File: src/rtl/prbs31_burst_ctrl.sv
`default_nettype none
// ============================================================================
// Module   : prbs31_burst_ctrl
// Purpose  : Seeds a PRBS31 (x^31 + x^28 + 1) generator and streams bursts of
//            bytes over valid/ready, pulsing done at the end of each burst.
//            Optional error injection on dout[0] when PRBS31_ERRINJ_EN is set.
// Revision : 1.0 - initial release
// ============================================================================
module prbs31_burst_ctrl #(
    parameter int          LEN_W    = 16,
    parameter logic [30:0] SEED_RST = 31'h7FFFFFFF
) (
    input  logic             clk,
    input  logic             rst,
    input  logic [30:0]      seed_in,
    input  logic             seed_load,
    input  logic [LEN_W-1:0] burst_len,
    input  logic             start,
    input  logic             abort,
    output logic [7:0]       dout,
    output logic             dout_valid,
    input  logic             dout_ready,
    output logic             busy,
    output logic             done,
    output logic             err_seed,
    output logic [1:0]       state_o
`ifdef PRBS31_ERRINJ_EN
   ,input  logic             inject_err
`endif
);

    localparam logic [1:0]       C_IDLE = 2'd0;
    localparam logic [1:0]       C_RUN  = 2'd1;
    localparam logic [1:0]       C_DONE = 2'd2;
    localparam logic [LEN_W-1:0] C_ONE  = {{(LEN_W-1){1'b0}}, 1'b1};

    // Eight unrolled steps; the byte is the last eight feedback bits, which
    // land in t[7:0] with the first-generated bit in t[7].
    function automatic logic [30:0] step8(input logic [30:0] s);
        logic [30:0] t;
        logic        fb;
        t = s;
        for (int i = 0; i < 8; i++) begin
            fb = t[30] ^ t[27];
            t  = {t[29:0], fb};
        end
        return t;
    endfunction

    logic [1:0]       state_q, state_d;
    logic [30:0]      seed_q, seed_d;
    logic [30:0]      lfsr_q, lfsr_d;
    logic [7:0]       dout_q, dout_d;
    logic             valid_q, valid_d;
    logic [LEN_W-1:0] len_q, len_d;
    logic [LEN_W-1:0] count_q, count_d;
    logic             err_q, err_d;
`ifdef PRBS31_ERRINJ_EN
    logic             pend_q, pend_d;
`endif

    logic        seed_wr;
    logic [30:0] seed_eff;
    logic [30:0] first_st;
    logic [30:0] next_st;
    logic        hs;
    logic        last;
    logic        load_first;
    logic        load_next;

    // Write-through so a same-cycle seed_load feeds the burst being started.
    assign seed_wr    = (state_q == C_IDLE) && seed_load && (seed_in != '0);
    assign seed_eff   = seed_wr ? seed_in : seed_q;
    assign first_st   = step8(seed_eff);
    assign next_st    = step8(lfsr_q);
    assign hs         = valid_q && dout_ready;
    assign last       = (count_q == (len_q - C_ONE));
    assign load_first = (state_q == C_IDLE) && start && (burst_len != '0);
    assign load_next  = (state_q == C_RUN) && !abort && hs && !last;

    always_ff @(posedge clk) begin
        if (rst) begin
            state_q <= C_IDLE;
            seed_q  <= SEED_RST;
            lfsr_q  <= SEED_RST;
            dout_q  <= '0;
            valid_q <= 1'b0;
            len_q   <= '0;
            count_q <= '0;
            err_q   <= 1'b0;
`ifdef PRBS31_ERRINJ_EN
            pend_q  <= 1'b0;
`endif
        end else begin
            state_q <= state_d;
            seed_q  <= seed_d;
            lfsr_q  <= lfsr_d;
            dout_q  <= dout_d;
            valid_q <= valid_d;
            len_q   <= len_d;
            count_q <= count_d;
            err_q   <= err_d;
`ifdef PRBS31_ERRINJ_EN
            pend_q  <= pend_d;
`endif
        end
    end

    always_comb begin
        state_d = state_q;
        case (state_q)
            C_IDLE: if (start) state_d = (burst_len == '0) ? C_DONE : C_RUN;
            C_RUN: begin
                if (abort)          state_d = C_IDLE;
                else if (hs && last) state_d = C_DONE;
            end
            C_DONE:  state_d = C_IDLE;
            default: state_d = C_IDLE;
        endcase
    end

    always_comb begin
        seed_d  = seed_q;
        lfsr_d  = lfsr_q;
        dout_d  = dout_q;
        valid_d = valid_q;
        len_d   = len_q;
        count_d = count_q;
        err_d   = err_q;

        if (seed_wr) seed_d = seed_in;
        if ((state_q == C_IDLE) && seed_load && (seed_in == '0)) err_d = 1'b1;

        if (load_first) begin
            lfsr_d  = first_st;
            dout_d  = first_st[7:0];
            valid_d = 1'b1;
            len_d   = burst_len;
            count_d = '0;
        end

        if (state_q == C_RUN) begin
            if (abort) begin
                valid_d = 1'b0;
            end else if (hs && last) begin
                valid_d = 1'b0;
            end else if (load_next) begin
                count_d = count_q + C_ONE;
                lfsr_d  = next_st;
                dout_d  = next_st[7:0];
            end
        end

`ifdef PRBS31_ERRINJ_EN
        // Only the presented byte is corrupted; the LFSR keeps the clean state.
        pend_d = pend_q | inject_err;
        if ((load_first || load_next) && pend_d) begin
            dout_d[0] = ~dout_d[0];
            pend_d    = 1'b0;
        end
`endif
    end

    always_comb begin
        busy       = (state_q == C_RUN) || (state_q == C_DONE);
        done       = (state_q == C_DONE);
        state_o    = state_q;
        dout       = dout_q;
        dout_valid = valid_q;
        err_seed   = err_q;
    end

endmodule
`default_nettype wire

File: config.mk
export PLATFORM = sky130hd
export DESIGN_NAME = prbs31_burst_ctrl
export DESIGN_NICKNAME = d
export VERILOG_FILES = /design/src/rtl/prbs31_burst_ctrl.sv
export SDC_FILE = /design/constraint.sdc
export NUM_CORES = 1
export LEC_CHECK = 0
export ABC_CLOCK_PERIOD_IN_PS = 6400
export CAP_MARGIN = 20
export CORE_ASPECT_RATIO = 1.5
export CORE_MARGIN = 5
export CORE_UTILIZATION = 33
export DETAILED_ROUTE_END_ITERATION = 6
export PLACE_DENSITY = 0.53
export SYNTH_ARGS = -nofsm -noshare
export SYNTH_HDL_FRONTEND = slang
export SYNTH_SLANG_ARGS = --single-unit
File: constraint.sdc
create_clock -name clk -period 6.4 [get_ports clk]
set_input_delay 1.92 -clock clk [delete_from_list [all_inputs] [get_ports clk]]
set_output_delay 1.92 -clock clk [all_outputs]
set_load 0.01 [all_outputs]
* After elaboration in Yosys (flattened, before gate mapping)
Index checks and enable logic that the tools add are counted.
** Storage, ports and cells
- Flip-flop bits (word level) :: 106
- Input bits :: 53
- Output and inout port bits :: 14
- Logic and storage cells :: 75
** Cells by class
- Bitwise operators :: 16
- Equality and inequality tests :: 5
- Multiplexer cells :: 25
- Reduce and logical (&&, ||, !) cells :: 19
- $add $sub $neg :: 2
** Operators by type and width (count)
- 2-to-1 mux 31 bit :: 6
- 2-to-1 mux 16 bit :: 5
- 2-to-1 mux 8 bit :: 5
- zero test 31 bit :: 1
- nonzero test 31 bit :: 1
- adder 16 x 1 -> 16 bit, second input constant :: 1
- == test 16 bit :: 1
- zero test 16 bit :: 1
- nonzero test 16 bit :: 1
- subtractor 16 x 1 -> 16 bit, second input constant :: 1
- XOR 1 bit :: 16
- logical AND 1 bit :: 10
- 2-to-1 mux 2 bit :: 4
- 2-to-1 mux 1 bit :: 4
- case mux 2 bit (2 select lines) :: 1
- inequality test 3 x 2 -> 1 bit, second input constant :: 1
- == test 2 x 1 -> 1 bit, second input constant :: 1
- == test 2 bit, second input constant :: 1
- zero test 1 bit :: 2
- zero test 2 bit :: 1
- inequality test 2 bit, second input constant :: 1
- AND reduction 2 bit :: 1
- logical OR 1 bit :: 1

* Longest topological paths before layout
Gate-level depths: netlist of run 1.
- Depth in word-level cells :: 10
- Depth in mapped cells :: 14
- Mapped depth without buffers :: 10

* Worst setup path before layout of run 1
Ideal clock, no wire load.
- Path kind :: input-to-reg
- Start :: input port seed_in[8]
- End :: register lfsr_q[14]
- Data required time :: 6.280 ns
- Library setup time :: 0.120 ns
- Arrival time :: 3.980 ns
- Path slack :: 2.300 ns
- Path buffers :: 2
- Stages :: 8
- Path through :: nor4_1 -> nand4_1 -> o211ai_1 -> buf_1 -> clkbuf_1 -> mux2i_1 -> a211oi_1 -> a211o_1
** Between the ends
- Cells in the longest elaborated chain, start to end :: 8
** Ends and longest elaborated chain
- start, declared :: RTL line 15 : input logic [30:0] seed_in,
- nonzero test 31 bit * :: RTL line 72 : assign seed_wr = (state_q == C_IDLE) && seed_load && (seed_in != '0);
- logical AND 1 bit * :: RTL line 72
- 2-to-1 mux 31 bit *
- 2-to-1 mux 31 bit * :: RTL line 134 : if (load_first) begin
- 2-to-1 mux 31 bit :: RTL line 147 : end else if (load_next) begin
- 2-to-1 mux 31 bit :: RTL line 145 : end else if (hs && last) begin
- 2-to-1 mux 31 bit :: RTL line 143 : if (abort) begin
- 2-to-1 mux 31 bit * :: RTL line 142 : if (state_q == C_RUN) begin
- end signal, assigned :: RTL line 97 : lfsr_q <= lfsr_d;
- end, declared :: RTL line 52 : logic [30:0] lfsr_q, lfsr_d;
Mark *: on every way between the ends. The rest lies on a longest branch, timed or not.
A chain may end at the register's enable or synchronous reset.

* Worst setup path in the final report of run 1
- Start :: input port seed_in[8]
- End :: register lfsr_q[25]
The elaborated chain is that of the path after synthesis.

==> impl_metrics.env, run 1 <==
export IMPL_fmax_mhz=209
export IMPL_final_util_pct=40.3
export IMPL_viasPerCell=5.34
export IMPL_placementRows=57
export IMPL_cp_start_kind="primary input"
export IMPL_grt_max_degree=103
export IMPL_clk_pin_slew_ns=0.07
export IMPL_die_w_microns=115
export IMPL_drive_gt1_share_pct=6.42
export IMPL_critPathCaptureType="register"
export IMPL_io_pins=67
export IMPL_fin_crit_sh_pct=74.9
export IMPL_cts_made_buffers=9
export IMPL_fin_worst_skew_ns=0.00824
export IMPL_gp_congestion=0.856
export IMPL_seq_area_frac_synth_pct=38.6
export IMPL_ir_worst_vdd_mv=0.134
export IMPL_drt_total_wl_microns=15300
export IMPL_crit_path_max_incr_delay_ns=0.79
export IMPL_r2r_slack_ns=2.42
export IMPL_hold_start="lfsr_q[19]"
export IMPL_syn_nets=708
export IMPL_netlist_top_cells_area="dfxtp_1 39%, a211o_1 4.9%, nand2_1 4.8%, mux2i_1 4.4%, xnor2_1 4.0%"
export IMPL_hpwl_microns=11400
export IMPL_drc_errors=0
export IMPL_syn2layout_area_growth_pct=19.4
export IMPL_postSynthAreaPerCell_sq_um=8.45
export IMPL_vias=4762
export IMPL_cts_buffer_depth=2
export IMPL_ctsHoldBuffers=0
export IMPL_tns_ns=0
export IMPL_postCtsSetupRepairBufs=0
export IMPL_first_global_vias=4667
export IMPL_cp_required_ns=6.64
export IMPL_async_flop_share_pct=0
export IMPL_r2r_cells=11
export IMPL_initial_utilization_pct=33.8
export IMPL_drt_first_pass_iters=5
export IMPL_synth_seq_cells=106
export IMPL_synthCells=650
export IMPL_worstReg2RegEnd="lfsr_q[11]"
export IMPL_arrival_ns=5.03
export IMPL_path_buf_inv=2
export IMPL_min_path_cells=1
export IMPL_finalHoldViolCount=0
export IMPL_path_class="in -> reg"
export IMPL_p_leak_uw=0.00231
export IMPL_yosys_warnings=0
export IMPL_root_buffer="clkbuf_16"
export IMPL_die_h_microns=168
export IMPL_cts_sinks=106
export IMPL_stdcell_count=891
export IMPL_nets=738
export IMPL_crit_family="compound AO/OA/AOI/OAI gates"
export IMPL_antenna_found_initial=0
export IMPL_worst_pin_slew_ns=1.08
export IMPL_timing_final_max_slew_violations=0
export IMPL_core_area_sq_um=16300
export IMPL_synth_area_leader_cell="dfxtp_1"
export IMPL_synth_edf_count=0
export IMPL_status="finished, final reports clean"
export IMPL_final_min_clock_period_ns=4.79
export IMPL_hold_path_end="lfsr_q[27]"
export IMPL_drt_iter0_drc=224
export IMPL_power_uw=1680
export IMPL_dieArea_sq_um=19400
export IMPL_portBuffers=66
export IMPL_fillers=1651
export IMPL_cp_slowest_cell="o211ai_1"
export IMPL_grt_use_total_pct=15.8
export IMPL_setup_violations=0
export IMPL_netlist_area_sq_um=5490
export IMPL_hold_path_class="reg -> reg"
export IMPL_routedWlPerCell_microns=17.1
export IMPL_grt_overflow_total=0
export IMPL_drv_cap=0
export IMPL_dominantRegCellSynth="dfxtp_1"
export IMPL_relSlewSlack_pct=28.0
export IMPL_postCtsResizedCells=0
export IMPL_cts_tree="yes"
export IMPL_ys_types=53
export IMPL_clock_latency_ns=0.35
export IMPL_n_antenna_cell=0
export IMPL_rr_startpoint="len_q[0]"
export IMPL_final_antenna_net_count=0
export IMPL_dp_cells=874
export IMPL_power_density_nw_per_um2=256
export IMPL_path_cells="clkdlybuf4s50_1 > nor4_1 > nand4_1 > o211ai_1 > buf_12 > mux2i_1 > a211oi_1 > a211o_1"
export IMPL_crit_path_max_fanout=44
export IMPL_cts_max_level=3
export IMPL_rsz0062_at_grt="no"
export IMPL_netlist_area_leader_share_pct=38.6
export IMPL_grt_pass1_wl_microns=24200
-- where the power goes --
part | internal [uW] | switching, uW
sequential | 711 | 43.8
combinational | 165 | 186
clock | 326 | 249
-- layout make-up --
type	count	area [sq um]	area share (%)
Multi-Input combinational cell	477	3080	47.0
Clock buffer	11	253	3.85
Timing Repair Buffer	73	736	11.2
Sequential cell	106	2120	32.4
Clock inverter	5	60.1	0.916
Tap cell	206	258	3.93
Inverter	13	48.8	0.744
-- cells by family after synthesis --
| family | share of synthesized area, % |
|---|---|
| AOI/OAI and AO/OA | 21.9 |
| adders and majority gates | 1.14 |
| DFF | 38.6 |
| muxes | 4.58 |
| and+or+nand+nor | 21.8 |
| buffers and inverters | 5.33 |
| xor gates and xnor gates | 6.54 |
-- cells in the mapped netlist, types with 8 or more instances --
cell type and count:
dfxtp_1 106, xor2_1 16, nand2b_1 28, nand2_1 70
mux2i_1 24, nor2_1 48, a211o_1 31, inv_1 13
a221oi_2 8, a21oi_1 36, nand3_1 27, a211oi_1 24
o21ai_0 22, nor4_1 17, nor3_1 9, clkbuf_1 41
a2bb2oi_1 8, or3_1 14, xnor2_1 25, a31oi_1 12
-- worst max-delay path by stage --
stage / start / end / slack (ns) / depth (start not counted)
6_report: seed_in[8] / lfsr_q[25] / 1.61 / 8
2_1_floorplan: seed_in[8] / lfsr_q[14] / 2.30 / 8
5_1_grt: seed_in[3] / lfsr_q[25] / 1.37 / 8
4_1_cts: seed_in[3] / lfsr_q[25] / 1.50 / 8
3_5_place_dp: seed_in[3] / lfsr_q[25] / 1.14 / 8
3_3_place_gp: seed_in[3] / lfsr_q[25] / 1.16 / 8
-- worst reg2reg max path, delay by kind of cell (launching register included) --
family                   cells  cell delay, ns
buffers and inverters        2            0.53
AO/OA/AOI/OAI                4            1.25
AND/OR/NAND/NOR              3            1.20
XOR/XNOR                     1            0.15
flip-flops                   1            0.38
adder cells (fa/ha/maj)      1            0.36
-- registers in the layout (all words and copies together), names as in the netlist --
name and cells:
count_q 16, dout 8, dout_valid 1, err_seed 1
len_q 16, lfsr_q 31, seed_q 31, state_o 2
-- routing by layer --
layer  up-vias  GRT usage (%)  wire [microns]
li1       2389              -               -
met1      2297           17.8            6080
met2        59           29.3            8430
met3        17           2.66             346
met4         0           6.03             410
met5         -              0               0
-- per-stage QoR --
step / hold slack (ns) / cell area [sq um] / worst slack, ns
2_1_floorplan: 0.436 / 5490 / 2.30
3_3_place_gp: 0.446 / 6220 / 1.16
3_5_place_dp: 0.461 / 6220 / 1.14
4_1_cts: 0.477 / 6540 / 1.50
5_1_grt: 0.494 / 6560 / 1.37
6_report: 0.476 / 6560 / 1.61
-- layout by cell type (no fill, tap or decap), types with 22 or more instances in the layout --
cell type / netlist / layout
a21oi_1: 36 / 36
dfxtp_1: 106 / 106
nand2b_1: 28 / 28
o21ai_0: 22 / 22
clkdlybuf4s50_1: 0 / 65
xnor2_1: 25 / 25
a211o_1: 31 / 31
mux2i_1: 24 / 24
a211oi_1: 24 / 24
nand2_1: 70 / 70
nand3_1: 27 / 27
nor2_1: 48 / 48
Power figures use the tool's default switching activity.
==> run 2, diff against run 1 <==
- ABC_CLOCK_PERIOD_IN_PS: 6400 -> 4300
- PLACE_DENSITY: 0.53 -> 0.55
- clock period: 6.4 -> 4.3 ns (I/O delays scaled with it)
==> impl_metrics.env, run 2 (synthesized netlist as in run 1, its figures left out) <==
export IMPL_viasPerCell=5.35
export IMPL_crit_family="simple AND/OR/NAND/NOR gates"
export IMPL_layout_common_cells="106 x dfxtp_1, 70 x nand2_1, 65 x clkdlybuf4s50_1"
export IMPL_nets=741
export IMPL_initial_utilization_pct=33.8
export IMPL_grt_pass1_wl_microns=24300
export IMPL_final_min_clock_period_ns=3.79
export IMPL_cp_required_ns=4.58
export IMPL_drt_total_wl_microns=15100
export IMPL_ctsHoldBuffers=0
export IMPL_root_buffer="clkbuf_16"
export IMPL_met2_usage_pct=29.1
export IMPL_fmax_mhz=264
export IMPL_cts_made_buffers=9
export IMPL_clk_pin_slew_ns=0.08
export IMPL_path_class="reg -> reg"
export IMPL_clock_latency_ns=0.36
export IMPL_p_leak_uw=0.00233
export IMPL_routedWlPerCell_microns=16.9
export IMPL_grt_overflow_total=0
export IMPL_status="finished, final reports clean"
export IMPL_postCtsResizedCells=0
export IMPL_io_pins=67
export IMPL_timing_final_max_slew_violations=0
export IMPL_die_h_microns=168
export IMPL_fin_crit_sh_pct=88.1
export IMPL_worstReg2RegEnd="count_q[11]"
export IMPL_cts_buffer_depth=2
export IMPL_postCtsSetupRepairBufs=0
export IMPL_dieArea_sq_um=19400
export IMPL_drt_first_pass_iters=4
export IMPL_placementRows=57
export IMPL_power_uw=2480
export IMPL_hold_start="lfsr_q[15]"
export IMPL_antenna_found_initial=0
export IMPL_arrival_ns=4.07
export IMPL_drt_iter0_drc=179
export IMPL_gp_congestion=0.872
export IMPL_crit_path_max_incr_delay_ns=0.78
export IMPL_grt_use_total_pct=16.0
export IMPL_worst_pin_slew_ns=0.995
export IMPL_gr_usage_met3_pct=2.51
export IMPL_vias=4779
export IMPL_fillers=1669
export IMPL_hold_path_end="lfsr_q[23]"
export IMPL_finalHoldViolCount=0
export IMPL_hpwl_microns=11100
export IMPL_drv_cap=0
export IMPL_path_cells="inv_1 > ha_1 > or4b_1 > nor4_1 > xnor2_1 > o21ai_0 > nand4_1 > o21a_2 > buf_4 > nand3b_1 > a31oi_1"
export IMPL_cts_tree="yes"
export IMPL_final_antenna_net_count=0
export IMPL_largest_registers="lfsr_q (31), seed_q (31)"
export IMPL_cp_slowest_cell="o21a_2"
export IMPL_tns_ns=0
export IMPL_syn2layout_area_growth_pct=20.2
export IMPL_cp_start_kind="register"
export IMPL_portBuffers=66
export IMPL_drive_gt1_share_pct=6.83
export IMPL_first_global_vias=4755
export IMPL_path_buf_inv=2
export IMPL_fin_worst_skew_ns=0.00722
export IMPL_drc_errors=0
export IMPL_cts_max_level=3
export IMPL_rsz0062_at_grt="no"
export IMPL_r2r_cells=11
export IMPL_grt_max_degree=97
export IMPL_die_w_microns=115
export IMPL_ir_worst_vdd_mv=0.247
export IMPL_hold_path_class="reg -> reg"
export IMPL_r2r_slack_ns=0.51
export IMPL_cts_sinks=106
export IMPL_n_antenna_cell=0
export IMPL_grt_util_met1_pct=17.7
export IMPL_min_path_cells=1
export IMPL_rr_startpoint="len_q[0]"
export IMPL_crit_path_max_fanout=41
export IMPL_setup_violations=0
export IMPL_core_area_sq_um=16300
export IMPL_relSlewSlack_pct=33.6
export IMPL_power_density_nw_per_um2=375
export IMPL_layout_commonest_cell="dfxtp_1"
export IMPL_critPathCaptureType="register"
export IMPL_top_usage_layer="met2"
==> run 2: cell types whose count changed in the layout (fill, tap and decap cells not counted), sizes merged <==
cell and delta:
clkinv +1, clkbuf -1, bufinv -1, buf +3, clkinvlp -1, inv +2
==> run 2: worst max-delay path by stage <==
stage / from / end / slack, ns / cells past startpoint
2_1_floorplan: seed_in[8] / lfsr_q[14] / 0.83 / 8
3_3_place_gp: seed_in[3] / lfsr_q[28] / 0.10 / 8
3_5_place_dp: seed_in[3] / lfsr_q[28] / 0.16 / 8
4_1_cts: len_q[0] / dout[3] / 0.52 / 11
5_1_grt: len_q[0] / dout[3] / 0.19 / 11
6_report: len_q[0] / count_q[11] / 0.51 / 11
==> run 2: area by class of cell <==
type                            instances  area, sq um  share of cell area (%)
Multi-Input combinational cell        477         3080                    46.7
Sequential cell                       106         2120                    32.2
Timing Repair Buffer                   76          796                    12.1
Tap cell                              206          258                    3.91
Clock buffer                           10          239                    3.62
Clock inverter                          6         56.3                   0.853
Inverter                               13         48.8                   0.739
==> run 2: per-stage QoR <==
| stage | instance area (sq um) | instances | hold slack (ns) | worst slack, ns | util [%] |
|---|---|---|---|---|---|
| 6_report | 6600 | 894 | 0.469 | 0.512 | 40.6 |
| 5_1_grt | 6600 | 894 | 0.493 | 0.192 | 40.6 |
| 4_1_cts | 6600 | 894 | 0.471 | 0.519 | 40.6 |
| 3_5_place_dp | 6300 | 878 | 0.452 | 0.164 | 38.8 |
| 3_3_place_gp | 6300 | 878 | 0.445 | 0.100 | 38.8 |
| 2_1_floorplan | 5490 | 650 | 0.436 | 0.830 | - |
==> run 2: power breakdown <==
group          internal (uW)  leakage [uW]  switching, uW
clock network            422      0.000148            404
registers               1060      0.000870           64.1
logic                    253       0.00132            275
total                   1730       0.00233            743
==> run 2: per-layer routing <==
layer	share of wire (%)	vias to the layer above	routed length [microns]
met4	3.6	0	540
met2	54	71	8220
met5	0	-	0
li1	-	2407	-
met3	2.3	29	347
met1	40	2272	5990
